<file path="config.mk">
export PLATFORM = sky130hd
export DESIGN_NAME = sseg_scan_decoder
export DESIGN_NICKNAME = d
export VERILOG_FILES = /design/src/rtl/sseg_scan_decoder.sv
export SDC_FILE = /design/constraint.sdc
export NUM_CORES = 1
export LEC_CHECK = 0
export ABC_CLOCK_PERIOD_IN_PS = 3770
export BUFFER_PORTS_ARGS = -buffer_cell sky130_fd_sc_hd__buf_2
export CORE_ASPECT_RATIO = 1.2
export CORE_MARGIN = 3
export CORE_UTILIZATION = 57
export DETAILED_ROUTE_END_ITERATION = 8
export PLACE_DENSITY = 0.87
export SLEW_MARGIN = 10
export SYNTH_ARGS = -nofsm -noshare
export SYNTH_HDL_FRONTEND = slang
export SYNTH_SLANG_ARGS = --single-unit
</file>
<file path="constraint.sdc">
create_clock -name clk -period 3.77 [get_ports clk]
set_clock_uncertainty 0.2 [all_clocks]
set_input_delay 0.1885 -clock clk [delete_from_list [all_inputs] [get_ports clk]]
set_output_delay 0.1885 -clock clk [all_outputs]
set_load 0.02 [all_outputs]
</file>
<file path="src/rtl/sseg_scan_decoder.sv">
// Recovers hex digits from a multiplexed active-low 7-segment bus by capturing each stable anode/segment pattern once.
// Optional build macro SSEG_DEC_SYNC_EN adds a 2-flop input synchronizer (S=2); without it the pins feed the FSM directly (S=0).
module sseg_scan_decoder #(
  parameter int STABLE_CYCLES = 4
) (
  input  logic        clk,
  input  logic        reset,
  input  logic [7:0]  AN,
  input  logic [6:0]  sseg,
  input  logic        DP,
  output logic [31:0] digits,
  output logic [7:0]  dps,
  output logic        digit_wr,
  output logic [2:0]  digit_idx,
  output logic        frame_done,
  output logic        err
);

  localparam logic [7:0] LAST = 8'(STABLE_CYCLES - 1);

  typedef enum logic [1:0] {IDLE, SETTLE, CAPTURE, HOLD} state_t;

  function automatic logic sel_valid(input logic [7:0] an_n);
    logic [7:0] a;
    a = ~an_n;
    return (a != 8'h00) && ((a & (a - 8'd1)) == 8'h00);
  endfunction

  function automatic logic [2:0] sel_index(input logic [7:0] an_n);
    logic [2:0] idx;
    idx = 3'd0;
    for (int i = 0; i < 8; i++)
      if (!an_n[i]) idx = 3'(i);
    return idx;
  endfunction

  // {legal, nibble}
  function automatic logic [4:0] glyph_decode(input logic [6:0] seg);
    logic [4:0] r;
    case (seg)
      7'h40: r = {1'b1, 4'h0};
      7'h79: r = {1'b1, 4'h1};
      7'h24: r = {1'b1, 4'h2};
      7'h30: r = {1'b1, 4'h3};
      7'h19: r = {1'b1, 4'h4};
      7'h12: r = {1'b1, 4'h5};
      7'h02: r = {1'b1, 4'h6};
      7'h78: r = {1'b1, 4'h7};
      7'h00: r = {1'b1, 4'h8};
      7'h10: r = {1'b1, 4'h9};
      7'h08: r = {1'b1, 4'hA};
      7'h03: r = {1'b1, 4'hB};
      7'h46: r = {1'b1, 4'hC};
      7'h21: r = {1'b1, 4'hD};
      7'h06: r = {1'b1, 4'hE};
      7'h0E: r = {1'b1, 4'hF};
      default: r = 5'h00;
    endcase
    return r;
  endfunction

  logic [15:0] pins_w, samp_w;
  assign pins_w = {AN, sseg, DP};

`ifdef SSEG_DEC_SYNC_EN
  logic [15:0] sync1_q, sync2_q;
  always_ff @(posedge clk or posedge reset) begin
    if (reset) begin
      sync1_q <= '1;
      sync2_q <= '1;
    end else begin
      sync1_q <= pins_w;
      sync2_q <= sync1_q;
    end
  end
  assign samp_w = sync2_q;
`else
  assign samp_w = pins_w;
`endif

  state_t      state_q, state_d;
  logic [7:0]  cnt_q, cnt_d;
  logic [15:0] prev_q, prev_d;
  logic [7:0]  mask_q, mask_d;
  logic [31:0] digits_q, digits_d;
  logic [7:0]  dps_q, dps_d;

  logic [2:0]  cap_idx;
  logic [4:0]  cap_dec;
  logic [7:0]  cap_bit;
  logic        samp_ok;

  assign samp_ok = sel_valid(samp_w[15:8]);
  assign cap_idx = sel_index(prev_q[15:8]);
  assign cap_dec = glyph_decode(prev_q[7:1]);
  assign cap_bit = 8'h01 << cap_idx;

  always_comb begin
    state_d    = state_q;
    cnt_d      = cnt_q;
    prev_d     = samp_w;
    mask_d     = mask_q;
    digits_d   = digits_q;
    dps_d      = dps_q;
    digit_wr   = 1'b0;
    digit_idx  = 3'd0;
    frame_done = 1'b0;
    err        = 1'b0;
    case (state_q)
      IDLE: begin
        if (samp_ok) begin
          cnt_d   = 8'd0;
          state_d = (LAST == 8'd0) ? CAPTURE : SETTLE;
        end
      end
      SETTLE: begin
        if (!samp_ok) begin
          state_d = IDLE;
        end else begin
          cnt_d = (samp_w != prev_q) ? 8'd0 : cnt_q + 8'd1;
          if (cnt_d == LAST) state_d = CAPTURE;
        end
      end
      CAPTURE: begin
        // Keep the captured pattern as the reference HOLD compares against.
        prev_d  = prev_q;
        state_d = HOLD;
        if (cap_dec[4]) begin
          digit_wr                         = 1'b1;
          digit_idx                        = cap_idx;
          digits_d[{cap_idx, 2'b00} +: 4]  = cap_dec[3:0];
          dps_d[cap_idx]                   = ~prev_q[0];
          if ((mask_q | cap_bit) == 8'hFF) begin
            frame_done = 1'b1;
            mask_d     = 8'h00;
          end else begin
            mask_d = mask_q | cap_bit;
          end
        end else begin
          err = 1'b1;
        end
      end
      HOLD: begin
        if (samp_w != prev_q) begin
          cnt_d = 8'd0;
          if (samp_ok) state_d = (LAST == 8'd0) ? CAPTURE : SETTLE;
          else         state_d = IDLE;
        end
      end
      default: state_d = IDLE;
    endcase
  end

  always_ff @(posedge clk or posedge reset) begin
    if (reset) begin
      state_q  <= IDLE;
      cnt_q    <= 8'd0;
      prev_q   <= '1;
      mask_q   <= 8'h00;
      digits_q <= 32'h0;
      dps_q    <= 8'h00;
    end else begin
      state_q  <= state_d;
      cnt_q    <= cnt_d;
      prev_q   <= prev_d;
      mask_q   <= mask_d;
      digits_q <= digits_d;
      dps_q    <= dps_d;
    end
  end

  assign digits = digits_q;
  assign dps    = dps_q;

endmodule

</file>
==> flow_metrics.env <==
export IMPL_timing_critical_path_fanout_max=12
export IMPL_yosys_area_top_type="dfrtp_1"
export IMPL_final_common_cell="nand2_1"
export IMPL_complex_gate_fraction_of_the_synthesized_area_pct=11.6
export IMPL_clock_sinks=74
export IMPL_antenna_fix_cells=0
export IMPL_clk_root_buffer_cell="clkbuf_8"
export IMPL_power_density_nw_per_um2=338
export IMPL_drt_vias_per_instance=5.96
export IMPL_fin_util_pct=70.3
export IMPL_dieHeight_um=101
export IMPL_crit_top_cell="inv_1"
export IMPL_area_growth_synth_to_final_pct=16.2
export IMPL_syn_nets=452
export IMPL_yosys_area_share_xor_xnor_pct=3.92
export IMPL_synth_area_leaders="dfrtp_1, dfstp_2, nand2_1"
export IMPL_coreArea_um2=7020
export IMPL_worstSetupPathType="reg2out"
export IMPL_slew_headroom_pct=50.3
export IMPL_initial_core_util_pct=60.5
export IMPL_max_vdd_ir_drop_mv=0.375
export IMPL_synth_top_family_by_area="simple AND/OR/NAND/NOR gates"
export IMPL_post_synth_cell_area_avg_um2=9.95
export IMPL_synth_async_sr_flop_share_pct=100
export IMPL_run_status="finished clean"
export IMPL_synth_simple_area_share_pct=22.8
export IMPL_ys_warnings_count=0
export IMPL_routed_wl_um=9890
export IMPL_worstSkewPairLatency_ps=360
export IMPL_dominantRegCellSynth="dfrtp_1"
export IMPL_drt_pass1_iterations=4
export IMPL_stdcell_area_um2=4940
export IMPL_worst_hold_path_type="in2async"
export IMPL_cts_buffer_depth=2
export IMPL_number_of_enable_flip_flop_cells_after_synthesis=0
export IMPL_most_frequent_cells_in_the_layout="nand2_1, buf_2, dfrtp_1, nor2_1, inv_1"
export IMPL_dp_final_hpwl_um=7050
export IMPL_synthMuxAreaShare_pct=9.28
export IMPL_layout_worst_path_cycle_share_pct=92.7
export IMPL_setup_repair_after_global_routing_missed_its_margin="false"
export IMPL_drv_cap=0
export IMPL_crit_path_buf_inv_count=4
export IMPL_worst_ep_arrival_time_ps=3110
export IMPL_synth_seq_area_share_pct=44.1
export IMPL_drc_errors=0
export IMPL_place_area_um2=4540
export IMPL_finalNetCount=523
export IMPL_gp_congestion=0.900
export IMPL_drive_gt1_share_pct=27.2
export IMPL_grt_ovfl_total=0
export IMPL_yosys_cell_types_count=67
export IMPL_post_synth_inst_count=427
export IMPL_gr_usage_all_layers_pct=24.5
export IMPL_yosys_area_top_type_share_pct=34.2
export IMPL_synth_fa_ha_area_share_pct=2.30
export IMPL_die_w_um=84.8
export IMPL_crit_slowest_cell="dfstp_2"
export IMPL_p_leak_nw=2.45
export IMPL_fin_crit_ps=3500
export IMPL_clock_tree_htree_level_count=3
export IMPL_holdWs_ps=191
export IMPL_grt_max_degree=54
export IMPL_num_rows=33
export IMPL_finalSetupViolCount=0
export IMPL_filler_cell_count=528
export IMPL_max_stage_delay_ps=590
export IMPL_route_antenna_remaining_nets=0
export IMPL_drtIter0Drc=200
export IMPL_io_pins=64
export IMPL_maxSlewViolCount=0
export IMPL_cp_data_required_time_ps=3380
export IMPL_syn_cell_area_um2=4250
export IMPL_clk_pin_slew_ps=70
export IMPL_synth_seq_cells=74
export IMPL_wl_per_cell_um=16.8
export IMPL_final_setup_tns_ps=0
export IMPL_first_global_vias=3559
export IMPL_cp_end_kind="output port"
export IMPL_grt_antenna_before_repair=0
export IMPL_vias=3519
export IMPL_cts_buffers=9
export IMPL_crit_chain="inv_1, o21ai_0, a31oi_1, buf_4, inv_1, ha_1, a21o_1, a32oi_1, or3_1, nor3_4, buf_2"
export IMPL_die_area_um2=8530
export IMPL_tritoncts="yes"
export IMPL_actual_slew_at_the_worst_max_slew_pin_ps=745
export IMPL_io_buffer_count=63
export IMPL_max_freq_ghz=0.286
export IMPL_grt_first_pass_wirelength_um=16700
export IMPL_startpoint_type="flip-flop"
export IMPL_slack_of_the_worst_reg_to_reg_path_ps=700
export IMPL_cell_family_with_the_largest_share_of_critical_path_delay="buffers and inverters"
export IMPL_final_hold_viol_count=0
export IMPL_power_mw=1.67
[path summary, 6_finish.rpt]
| check | start | end | cells after the start |
|---|---|---|---|
| worst max-delay path | prev_q[14] | frame_done | 11 |
| worst min-delay path | reset | digits[9] | 3 |
| worst max register to register | prev_q[14] | digits[19] | 8 |
| worst min register to register | prev_q[8] | prev_q[8] | 2 |
| max in group asynchronous | reset | dps[2] | 4 |
| min in group clk | prev_q[8] | prev_q[8] | 2 |
[cells in the mapped netlist (all sizes together) (2+ instances only)]
library cell / n
a32oi: 2
clkinv: 2
a211o: 4
a31oi: 9
o22ai: 2
dfrtp: 58
nor3: 11
o32a: 2
or3: 5
inv: 22
mux2: 20
nand2: 67
ha: 7
nand4b: 7
clkbuf: 9
o41ai: 2
nand3b: 2
nor2b: 2
nand3: 9
buf: 15
nand4: 13
and3: 6
o2111ai: 2
xnor2: 17
dfstp: 16
o21ai: 22
o31ai: 5
nor2: 33
nor3b: 3
mux2i: 12
nor4: 5
nor4b: 2
a21o: 5
nor4bb: 2
xor2: 2
a21oi: 9
[tightest hold or removal path: cells and delay by family]
| family | cells | cell delay, ps |
|---|---|---|
| buffers and inverters | 3 | 990 |
[per-stage QoR]
step                std cells  worst slack [ps]
floorplan                 427               753
global placement          557               758
detailed placement        557               603
CTS                       590               242
global route              590              40.0
finish                    590               274
[sequential cells by signal, indices dropped and copies added, names as in the netlist, named ones only]
| register | count |
|---|---|
| cnt_q | 8 |
| dps | 8 |
| mask_q | 8 |
| state_q | 1 |
| prev_q | 16 |
| digits | 32 |
[power by group]
part | leakage, nW | total, mW | internal (mW) | switching (mW)
sequential | 0.979 | 0.835 | 0.810 | 0.0242
clock | 0.117 | 0.700 | 0.409 | 0.291
combinational | 1.36 | 0.135 | 0.0563 | 0.0784
[timing repair]
action,in CTS,in global routing
gates resized for setup,0,1
hold buffers,17,0
buffers inserted,0,0
setup endpoints to repair,0,1
hold endpoints to repair,37,0
[cell type report]
class | instances | area [um2] | share of cell area (%)
Multi-Input combinational cell | 305 | 2120 | 43.0
Sequential cell | 74 | 1870 | 37.9
Timing Repair Buffer | 84 | 515 | 10.4
Clock buffer | 12 | 155 | 3.14
Tap cell | 87 | 109 | 2.20
Inverter | 24 | 90.1 | 1.82
Clock inverter | 4 | 73.8 | 1.50
[logic make-up (layout without fill, tap and decap cells)]
family / after synthesis / after routing
AND/OR/NAND/NOR: 174 / 174
adder cells (fa/ha/maj): 8 / 8
buffers and inverters: 48 / 124
flip-flops: 74 / 74
XOR/XNOR: 19 / 19
AO/OA/AOI/OAI: 72 / 72
multiplexers: 32 / 32
[metal layers]
metal,track usage [%],routed length (um),vias to the layer above
met2,43.7,5040,140
met1,29.0,3920,1706
met3,4.09,646,23
met5,0,0,-
li1,-,-,1650
met4,11.0,280,0
(Power assumes the default switching activity.)
